==> config.mk <==
export PLATFORM = sky130hd
export DESIGN_NAME = msb_gate_ctrl
export DESIGN_NICKNAME = d
export VERILOG_FILES = /design/src/rtl/msb_gate_pkg.sv /design/src/rtl/lat_timer.sv /design/src/rtl/msb_gate_ctrl.sv
export SDC_FILE = /design/constraint.sdc
export NUM_CORES = 1
export LEC_CHECK = 0
export ABC_AREA = 1
export BUFFER_PORTS_ARGS = -buffer_cell sky130_fd_sc_hd__buf_4
export CAP_MARGIN = 25
export CORE_MARGIN = 2
export CORE_UTILIZATION = 50
export CTS_BUF_LIST = sky130_fd_sc_hd__clkbuf_8
export DETAILED_ROUTE_END_ITERATION = 10
export PLACE_DENSITY = 0.82
export SLEW_MARGIN = 15
export SYNTH_ARGS = -nofsm -noshare
export SYNTH_HDL_FRONTEND = slang
export SYNTH_HIERARCHICAL = 1
export SYNTH_SLANG_ARGS = --single-unit
==> constraint.sdc <==
create_clock -name clk -period 4.44 [get_ports clk]
set_clock_uncertainty 0.1 [all_clocks]
set_input_delay 0.222 -clock clk [delete_from_list [all_inputs] [get_ports clk]]
set_output_delay 0.222 -clock clk [all_outputs]
set_load 0.005 [all_outputs]
==> src/rtl/msb_gate_pkg.sv <==
// Shared types and defaults for the MSB power-gating controller.
package msb_gate_pkg;

    // Power state of the adder's upper half.
    typedef enum logic [1:0] {
        ACTIVE   = 2'd0,
        SLEEPING = 2'd1,
        GATED    = 2'd2,
        WAKING   = 2'd3
    } state_e;

    localparam int DEF_IDLE_THRESH = 16;
    localparam int DEF_SLEEP_LAT   = 6;
    localparam int DEF_WAKE_LAT    = 6;

    // An operand pair is wide when either upper half is non-zero.
    function automatic logic is_wide(input logic [15:0] a_hi, input logic [15:0] b_hi);
        return (a_hi != 16'd0) || (b_hi != 16'd0);
    endfunction

endpackage

==> src/rtl/lat_timer.sv <==
// Loadable down-counter; o_done is high during the last cycle of a loaded interval.
module lat_timer #(
    parameter int W = 4
) (
    input  logic         clk,
    input  logic         rst_n,
    input  logic         i_load,
    input  logic [W-1:0] i_val,
    output logic         o_done
);

    logic [W-1:0] r_cnt;

    // Load a new interval or count the current one down to zero.
    always_ff @(posedge clk or negedge rst_n) begin
        if (!rst_n) begin
            r_cnt <= '0;
        end else if (i_load) begin
            r_cnt <= i_val;
        end else if (r_cnt != '0) begin
            r_cnt <= r_cnt - W'(1);
        end
    end

    // A loaded value of N gives N cycles; the N-th one carries the done pulse.
    assign o_done = (r_cnt == W'(1));

endmodule

==> src/rtl/msb_gate_ctrl.sv <==
// MSB power-gating controller: registers operands for the adder, counts idle
// (non-wide) cycles and sequences the upper half through sleep/gate/wake.
//
// Handshake: a transfer happens on a rising edge where in_valid & in_ready.
// in_ready is combinational from state and the presented operands. The
// output side has no backpressure: out_valid is high for exactly the cycle
// after a transfer, and out_a/out_b/out_cin hold their value otherwise.
module msb_gate_ctrl
    import msb_gate_pkg::*;
#(
    parameter int IDLE_THRESH = DEF_IDLE_THRESH,
    parameter int SLEEP_LAT   = DEF_SLEEP_LAT,
    parameter int WAKE_LAT    = DEF_WAKE_LAT
) (
    input  logic        clk,
    input  logic        rst_n,
    input  logic        in_valid,
    output logic        in_ready,
    input  logic [31:0] in_a,
    input  logic [31:0] in_b,
    input  logic        in_cin,
    output logic [31:0] out_a,
    output logic [31:0] out_b,
    output logic        out_cin,
    output logic        out_valid,
    output logic        flag,
    output logic        msb_on,
    output state_e      o_dbg_state
);

    localparam int IW      = $clog2(IDLE_THRESH + 1);
    localparam int LAT_MAX = (SLEEP_LAT > WAKE_LAT) ? SLEEP_LAT : WAKE_LAT;
    localparam int TW      = $clog2(LAT_MAX + 1);

    state_e          r_state;
    logic [IW-1:0]   r_idle_cnt;
    logic            r_flag;
    logic            r_msb_on;
    logic            r_out_valid;
    logic [31:0]     r_out_a;
    logic [31:0]     r_out_b;
    logic            r_out_cin;

    logic            w_wide;
    logic            w_ready;
    logic            w_xfer;
    logic            w_tmr_done;
    logic            w_tmr_load;
    logic [TW-1:0]   w_tmr_val;
    logic            w_go_sleep;
    logic            w_go_gated;
    logic            w_go_wake;
    logic            w_go_active;

    assign w_wide = in_valid & is_wide(in_a[31:16], in_b[31:16]);

    // Acceptance depends on how much of the adder is powered right now.
    always_comb begin
        w_ready = 1'b0;
        unique case (r_state)
            ACTIVE:          w_ready = 1'b1;
            SLEEPING, GATED: w_ready = ~w_wide;
            WAKING:          w_ready = 1'b0;
            default:         w_ready = 1'b0;
        endcase
    end

    assign w_xfer = in_valid & w_ready;

    // The >= also covers a counter that saturated while not ACTIVE (e.g.
    // upstream withdrew a wide operand during WAKING); otherwise it would
    // never pass through IDLE_THRESH-1 again and the block could not sleep.
    assign w_go_sleep  = (r_state == ACTIVE) & ~w_wide &
                         (r_idle_cnt >= IW'(IDLE_THRESH - 1));
    assign w_go_gated  = (r_state == SLEEPING) & w_tmr_done & ~w_wide;
    assign w_go_wake   = ((r_state == SLEEPING) & w_tmr_done & w_wide) |
                         ((r_state == GATED) & w_wide);
    assign w_go_active = (r_state == WAKING) & w_tmr_done;

    assign w_tmr_load = w_go_sleep | w_go_wake;
    assign w_tmr_val  = w_go_sleep ? TW'(SLEEP_LAT) : TW'(WAKE_LAT);

    lat_timer #(
        .W (TW)
    ) u_lat_timer (
        .clk    (clk),
        .rst_n  (rst_n),
        .i_load (w_tmr_load),
        .i_val  (w_tmr_val),
        .o_done (w_tmr_done)
    );

    // Count consecutive non-wide cycles, saturating at the threshold.
    always_ff @(posedge clk or negedge rst_n) begin
        if (!rst_n) begin
            r_idle_cnt <= '0;
        end else if (w_wide) begin
            r_idle_cnt <= '0;
        end else if (r_idle_cnt != IW'(IDLE_THRESH)) begin
            r_idle_cnt <= r_idle_cnt + IW'(1);
        end
    end

    // Power-state sequencer with flag and msb_on registered alongside the state.
    always_ff @(posedge clk or negedge rst_n) begin
        if (!rst_n) begin
            r_state  <= ACTIVE;
            r_flag   <= 1'b0;
            r_msb_on <= 1'b1;
        end else if (w_go_sleep) begin
            r_state  <= SLEEPING;
            r_flag   <= 1'b1;
            r_msb_on <= 1'b0;
        end else if (w_go_gated) begin
            r_state  <= GATED;
            r_flag   <= 1'b1;
            r_msb_on <= 1'b0;
        end else if (w_go_wake) begin
            r_state  <= WAKING;
            r_flag   <= 1'b0;
            r_msb_on <= 1'b0;
        end else if (w_go_active) begin
            r_state  <= ACTIVE;
            r_flag   <= 1'b0;
            r_msb_on <= 1'b1;
        end
    end

    // Capture accepted operands; out_valid marks the cycle after a transfer.
    always_ff @(posedge clk or negedge rst_n) begin
        if (!rst_n) begin
            r_out_valid <= 1'b0;
            r_out_a     <= '0;
            r_out_b     <= '0;
            r_out_cin   <= 1'b0;
        end else begin
            r_out_valid <= w_xfer;
            if (w_xfer) begin
                r_out_a   <= in_a;
                r_out_b   <= in_b;
                r_out_cin <= in_cin;
            end
        end
    end

    assign in_ready    = w_ready;
    assign out_a       = r_out_a;
    assign out_b       = r_out_b;
    assign out_cin     = r_out_cin;
    assign out_valid   = r_out_valid;
    assign flag        = r_flag;
    assign msb_on      = r_msb_on;
    assign o_dbg_state = r_state;

endmodule

==> results of run 1 <==
## logic make-up after synthesis
logic type / count (synthesis) / synth area share, %
buf+inv: 59 / 7.03
simple gates: 227 / 26.2
other cells: 2 / 0.221
compound gates: 36 / 5.45
fa+ha+maj: 10 / 3.68
flops: 78 / 57.4
## area by class of cell
class / count / area (sq um) / share of cell area, %
sequential: 78 / 1950 / 38.3
timing repair buffer: 180 / 1470 / 28.9
multi-input combinational: 276 / 1210 / 23.8
inverter: 46 / 173 / 3.38
clock buffer: 10 / 138 / 2.70
tap: 80 / 100 / 1.96
clock inverter: 5 / 51.3 / 1.01
## state kept, by name, summed over array words and instances (netlist names)
name,flops
flag,1
msb_on,1
o_dbg_state,2
out_a,32
out_b,32
out_cin,1
out_valid,1
r_idle_cnt,5
u_lat_timer/r_cnt,3
## timing repair
| action | in CTS | in global routing |
|---|---|---|
| hold buffers | 41 | 0 |
| endpoints found under the setup margin | 0 | 0 |
| endpoints found under the hold margin | 117 | 0 |
## power by group
| part | internal (mW) | total, mW | switching (mW) |
|---|---|---|---|
| Clock | 0.268 | 0.512 | 0.244 |
| Combinational | 0.651 | 1.31 | 0.661 |
| Sequential | 1.04 | 1.23 | 0.198 |
## worst max-delay path: stages
cell           delay [ps]
dlygate4sd3_1         580
buf_4                 150
nor2_1                100
nand4_1               140
nor2_1                110
nand2_1               100
nand3_2               110
nand3_4               640
inv_2                 880
nand2_1               150
nand2_1               110
## cells in the final DEF, fill, tap and decap left out, types with 2 or more instances in the layout
cell type      count
a21oi_1            6
buf_4            138
clkbuf_8          10
clkinv_2           2
conb_1             3
dfrtp_1           77
dlygate4sd3_1     41
ha_1              10
inv_1             46
nand2_1          197
nand3_1            4
nand4_1            3
nor2_1            19
o21ai_0           28
## through the flow
step                instances  power (mW)
floorplan                 413        1.82
global placement          618        2.44
detailed placement        618        2.49
CTS                       674        3.04
global route              675        3.29
finish                    675        3.06
## synthesized netlist by cell type
| master | instances |
|---|---|
| buf_4 | 1 |
| a21boi_0 | 1 |
| buf_6 | 1 |
| conb_1 | 2 |
| nand3_2 | 1 |
| nand3_1 | 4 |
| nand2_1 | 197 |
| inv_1 | 45 |
| dfrtp_1 | 77 |
| nand4_1 | 3 |
| nand3_4 | 1 |
| or2_2 | 1 |
| o31ai_1 | 1 |
| inv_2 | 1 |
| buf_2 | 5 |
| a21oi_1 | 6 |
| nand3b_1 | 1 |
| dfstp_2 | 1 |
| o21ai_0 | 28 |
| ha_1 | 10 |
| clkbuf_1 | 6 |
| nor2_1 | 19 |
## worst max-delay path by stage
| stage | from | end | slack, ps | cells after the start |
|---|---|---|---|---|
| floorplan | u_lat_timer/r_cnt[0] | u_lat_timer/r_cnt[0] | 2620 | 11 |
| global placement | o_dbg_state[0] | out_a[13] | 1550 | 8 |
| detailed placement | o_dbg_state[0] | out_a[15] | 1470 | 8 |
| CTS | in_a[17] | out_a[15] | 1320 | 11 |
| global route | in_b[31] | out_b[1] | 980 | 11 |
| finish | in_b[31] | out_a[11] | 1250 | 11 |
## per-layer routing
| layer | vias up | wire, um |
|---|---|---|
| met5 | - | 0 |
| met4 | 0 | 255 |
| met3 | 22 | 561 |
| met2 | 113 | 4520 |
| met1 | 1482 | 3780 |
| li1 | 1588 | - |
==> flow_metrics.tcl, run 1 <==
set metrics [dict create \
    synth_top_area_cell "dfrtp_1" \
    seq_area_frac_synth_pct 57.4 \
    finalSetupTns_ps 0 \
    cp.required_ps 4620 \
    fp.dieArea_sq_um 7480 \
    timing.rr.end "out_a[11]" \
    num_antenna_cells 0 \
    synth_cells 412 \
    worstSkewPairLatency_ps 340 \
    critPathKind "in -> reg" \
    dp_slack_ps 1470 \
    wl_per_cell_um 13.5 \
    rr_startpoint "o_dbg_state[0]" \
    status "finished clean" \
    area_growth_pct 50.0 \
    antenna_found_initial 0 \
    die_h_um 86.5 \
    min_path_type "in -> reg" \
    dr.pass1.iters 5 \
    hpwlAfterDp_um 5720 \
    clkSinkCount 78 \
    clk_pin_slew_ps 80 \
    worstPathMaxFanout 90 \
    drv_slew 0 \
    place.gp.congestion 0.851 \
    worstMarginPinSlew_ps 888 \
    endpoint_kind "flop" \
    use_met2_pct 40.7 \
    grt_pass1_wl_um 14200 \
    htreeDepth 3 \
    hold_depth 3 \
    place_area_sq_um 4470 \
    p_per_area_nw_per_um2 599 \
    stdcell_area_sq_um 5100 \
    syn_area_sq_um 3400 \
    fin_util_pct 76.3 \
    vias_per_cell 4.75 \
    drt_wl_total_um 9120 \
    clockRootBuffer "clkbuf_8" \
    final.period_utilization_pct 71.8 \
    arrival_ps 3370 \
    cap_violations 0 \
    r2r_setup_slack_ps 1390 \
    start_util_pct 50.9 \
    cts_setup_buffers 0 \
    nFillCells 449 \
    avgSynthCellArea_sq_um 8.25 \
    ios 139 \
    drcViolationCount 0 \
    synth.top_cells.by_area "dfrtp_1 (57%), nand2_1 (22%), inv_1 (5.0%)" \
    slew_headroom_pct 40.8 \
    reg2reg_depth 8 \
    post_cts_resized 0 \
    grt_overflow 0 \
    synth-seq-cells 78 \
    grt_use_met1_pct 30.5 \
    worstHoldEndpoint "out_a[15]" \
    cts_tree "built" \
    hp-start "in_a[15]" \
    fp-row-count 30 \
    yosysWarnings 6 \
    core-area_sq_um 6680 \
    ctsLongestPathBuffers 2 \
    report.final.setup_viol 0 \
    ant_nets 0 \
    period_needed_ps 3190 \
    grt_max_degree 91 \
    rsz0062_at_grt "false" \
    drtIter0Drc 130 \
    synth.top_cell.area_share_pct 56.7 \
    leakagePower_nw 2.86 \
    die_w_um 86.5 \
    grt_pass1_vias 3125 \
    num_vias 3205 \
    clock.fmax_mhz 314 \
    ys_types 22 \
    track_usage_pct 24.3 \
    peakVddDrop_mv 0.378 \
    tritoncts.num_buffers 9 \
    port_buffers 138 \
    setup_slack_ps 1250 \
    busiest_layer "met2" \
    final_net_count 669 \
    drive_gt1_share_pct 26.6 \
    met3_usage_pct 5.71 \
    hold_viol 0 \
    whs_ps 16.2 \
    cp-start-kind "primary input" \
]
(Power assumes the default switching activity.)
==> run 2, diff against run 1 <==
Clock period 4.44 ns to 3.1 ns, I/O delays scaled along.
==> run 2 against run 1 <==
Critical path depth decreased by 4. First-iteration DRC count increased by 58%. Combinational power increased by 45%. Highest routed layer unchanged. Critical endpoint is now out_b[24]. Clock power increased by 43%. Sequential power increased by 43%. Non-clock buffer count increased by 21.
==> flow_metrics.tcl, run 2 (same netlist as run 1, synthesis figures left out) <==
set metrics [dict create \
    status "finished clean" \
    drv_slew 0 \
    final_cell_mix "nand2_1 (197), buf_4 (139), dfrtp_1 (77)" \
    dr.pass1.iters 4 \
    vias_per_cell 4.74 \
    die_h_um 86.5 \
    grt_pass1_vias 3169 \
    track_usage_pct 24.4 \
    nFillCells 435 \
    leakagePower_nw 2.94 \
    core-area_sq_um 6680 \
    grt_overflow 0 \
    ctsLongestPathBuffers 2 \
    cts_tree "built" \
    worstMarginPinSlew_ps 772 \
    final_common_cell "nand2_1" \
    tritoncts.num_buffers 9 \
    period_needed_ps 2200 \
    die_w_um 86.5 \
    drcViolationCount 0 \
    ant_nets 0 \
    grt_max_degree 90 \
    worstPathMaxFanout 89 \
    antenna_found_initial 0 \
    timing.rr.end "out_b[24]" \
    p_per_area_nw_per_um2 828 \
    htreeDepth 3 \
    rsz0062_at_grt "false" \
    drive_gt1_share_pct 25.8 \
    place.gp.congestion 0.852 \
    hp-start "in_b[16]" \
    clock.fmax_mhz 454 \
    critPathKind "reg -> reg" \
    start_util_pct 50.9 \
    final.period_utilization_pct 71.0 \
    hold_viol 0 \
    worstHoldEndpoint "out_b[16]" \
    reg2reg_depth 7 \
    slew_headroom_pct 48.6 \
    r2r_setup_slack_ps 900 \
    grt_pass1_wl_um 14200 \
    port_buffers 138 \
    cap_violations 0 \
    drtIter0Drc 206 \
    endpoint_kind "flop" \
    clk_pin_slew_ps 80 \
    worstSkewPairLatency_ps 330 \
    area_growth_pct 56.1 \
    place_area_sq_um 4480 \
    min_path_type "in -> reg" \
    cp-start-kind "flop" \
    cp.required_ps 3170 \
    fp.dieArea_sq_um 7480 \
    rr_startpoint "o_dbg_state[0]" \
    final_net_count 690 \
    fp-row-count 30 \
    ios 139 \
    drt_wl_total_um 9210 \
    stdcell_area_sq_um 5310 \
    wl_per_cell_um 13.2 \
    hpwlAfterDp_um 5730 \
    post_cts_resized 0 \
    num_vias 3301 \
    peakVddDrop_mv 0.501 \
    finalSetupTns_ps 0 \
    arrival_ps 2270 \
    report.final.setup_viol 0 \
    clockRootBuffer "clkbuf_8" \
    num_antenna_cells 0 \
    clkSinkCount 78 \
    hold_depth 3 \
]
==> run 2: cell type report <==
type | count | area [sq um] | share of cell area [%]
inverter | 46 | 173 | 3.25
clock inverter | 5 | 51.3 | 0.966
timing repair buffer | 201 | 1680 | 31.7
clock buffer | 10 | 138 | 2.59
tap | 80 | 100 | 1.89
multi-input combinational | 276 | 1210 | 22.8
sequential | 78 | 1950 | 36.8
==> run 2: worst max path at each step <==
stage	depth (start not counted)	from	to	slack [ps]
6_report	7	o_dbg_state[0]	out_b[24]	900
5_1_grt	7	o_dbg_state[0]	out_b[24]	720
4_1_cts	7	o_dbg_state[0]	out_b[20]	880
3_5_place_dp	7	o_dbg_state[0]	out_b[20]	900
3_3_place_gp	7	o_dbg_state[0]	out_b[17]	1050
2_1_floorplan	11	u_lat_timer/r_cnt[0]	u_lat_timer/r_cnt[0]	1280
==> run 2: layer usage <==
metal	share of wire, %	GRT usage [%]	vias up
li1	-	-	1639
met1	40	29.8	1525
met2	51	41.6	119
met3	6.1	4.38	18
met4	2.4	11.8	0
met5	0	0	-
==> run 2: critical path, cell delays in order, from the launching register on <==
cell     delay [ps]
dfrtp_1         430
inv_1            90
ha_1            330
inv_1            60
nand2_1          90
nand3_4         100
buf_4           610
o21ai_0         200
==> run 2: through the flow <==
step                hold WS (ps)  setup WS [ps]  cells  utilization (%)  total power, mW
detailed placement           258            905    619             67.1             3.58
finish                      11.8            898    696             79.5             4.39
floorplan                   -241           1280    413                -             2.61
global route                27.9            720    696             79.5             4.74
CTS                         3.63            879    695             79.0             4.38
global placement             252           1050    619             67.1             3.50
==> run 2: power by group <==
group          total [mW]  leakage (nW)  switching (mW)  internal, mW
Clock               0.733        0.0993           0.349         0.384
Combinational        1.90          1.88           0.950         0.951
Sequential           1.76         0.964           0.275          1.48
==> run 2: repair_timing <==
item | in CTS | in global routing
endpoints found under the hold margin | 137 | 0
endpoints found under the setup margin | 0 | 0
setup buffers | 0 | 0
hold buffers | 61 | 0
==> run 3, diff against run 2 <==
Clock period 3.1 ns to 2.15 ns, I/O delays scaled along.
==> run 3 against run 2 <==
Register-to-register slack got worse by 710 ps. Global-route usage rose by 2.8 points. Non-clock buffer count grew 6. Critical path type unchanged.
==> flow_metrics.tcl, run 3 (same netlist as run 1, synthesis figures left out) <==
set metrics [dict create \
    status "finished clean" \
    hpwlAfterDp_um 5840 \
    period_needed_ps 1960 \
    fp.dieArea_sq_um 7480 \
    ctsLongestPathBuffers 2 \
    area_growth_pct 58.7 \
    final_net_count 696 \
    grt_max_degree 90 \
    endpoint_kind "flop" \
    dr.pass1.iters 4 \
    track_usage_pct 27.2 \
    clockRootBuffer "clkbuf_8" \
    arrival_ps 2090 \
    drcViolationCount 0 \
    min_path_type "in -> reg" \
    vias_per_cell 4.79 \
    final_cell_mix "nand2_1 (196), buf_4 (138), dfrtp_1 (77)" \
    crit_start "r_idle_cnt[0]" \
    hp-start "in_valid" \
    worstSkewPairLatency_ps 340 \
    critPathKind "reg -> reg" \
    cts_tree "built" \
    grt_use_met1_pct 33.1 \
    num_antenna_cells 0 \
    drive_gt1_share_pct 26.0 \
    final_common_cell "nand2_1" \
    worstPathMaxFanout 9 \
    ant_nets 0 \
    fin_util_pct 80.8 \
    hold_viol 0 \
    use_met2_pct 47.5 \
    tritoncts.num_buffers 9 \
    met3_usage_pct 5.14 \
    cap_violations 0 \
    peakVddDrop_mv 0.985 \
    rsz0062_at_grt "false" \
    num_vias 3366 \
    die_h_um 86.5 \
    clkSinkCount 78 \
    drt_wl_total_um 9830 \
    nFillCells 420 \
    drv_slew 0 \
    grt_pass1_wl_um 15900 \
    rr_startpoint "r_idle_cnt[0]" \
    antenna_found_initial 0 \
    place.gp.congestion 0.843 \
    cp.required_ps 2280 \
    ios 139 \
    cp-start-kind "flop" \
    clock.fmax_mhz 510 \
    start_util_pct 50.9 \
    die_w_um 86.5 \
    leakagePower_nw 2.98 \
    wl_per_cell_um 14.0 \
    htreeDepth 3 \
    port_buffers 138 \
    p_per_area_nw_per_um2 1200 \
    core-area_sq_um 6680 \
    drtIter0Drc 166 \
    grt_pass1_vias 3481 \
    final.period_utilization_pct 91.2 \
    grt_overflow 0 \
    busiest_layer "met2" \
    report.final.setup_viol 0 \
    finalSetupTns_ps 0 \
    clk_pin_slew_ps 80 \
    fp-row-count 30 \
]
## run 3: power breakdown
group	switching, mW	total [mW]	leakage, nW	internal, mW
Sequential	0.406	2.55	0.964	2.14
Clock	0.504	1.06	0.0993	0.553
Combinational	1.44	2.87	1.92	1.43
## run 3: critical path, cell delays in order (launching register included)
cell,delay (ps)
dfrtp_1,430
ha_1,240
nand2_1,100
nor2_1,50
ha_1,170
nor2_1,80
a21boi_0,100
nand2_1,160
nand2_4,100
nand3b_1,180
nand2_1,90
nand2_1,50
## run 3: layout make-up
cell class | count | area, sq um | area share (%)
inverter | 46 | 174 | 3.22
clock buffer | 10 | 138 | 2.55
sequential | 78 | 1950 | 36.2
multi-input combinational | 276 | 1220 | 22.7
clock inverter | 5 | 51.3 | 0.950
timing repair buffer | 207 | 1760 | 32.5
tap | 80 | 100 | 1.85
## run 3: final timing paths
path	depth (start not counted)	endpoint	slack, ps
worst max-delay path	11	u_lat_timer/r_cnt[0]	190
worst min-delay path	4	r_idle_cnt[2]	80
worst max register to register	11	u_lat_timer/r_cnt[0]	190
worst min register to register	2	out_b[26]	380
max in group asynchronous	3	out_a[30]	1210
min in group asynchronous	2	out_a[6]	140
## run 3: per-layer routing
| layer | share of wire (%) | vias up |
|---|---|---|
| li1 | - | 1657 |
| met1 | 41 | 1561 |
| met2 | 51 | 124 |
| met3 | 5.9 | 24 |
| met4 | 2.3 | 0 |
| met5 | 0 | - |
## run 3: metrics by stage
step                      hold WS, ps  worst slack [ps]  total power, mW  instances  instance area [sq um]
after floorplan                  -288               329             3.76        413                   3400
after global placement          -23.1               240             5.11        621                   4530
after detailed placement        -19.1               136             5.23        621                   4530
after CTS                        74.8               120             6.40        702                   5380
after global routing              123              6.56             6.97        702                   5400
final                            79.3               189             6.47        702                   5400
## run 3: repair_timing
action / in CTS / in global routing
hold buffers: 66 / 0
gates resized for setup: 0 / 5
endpoints found under the setup margin: 0 / 3
setup buffers: 0 / 0
hold endpoints to repair: 97 / 0
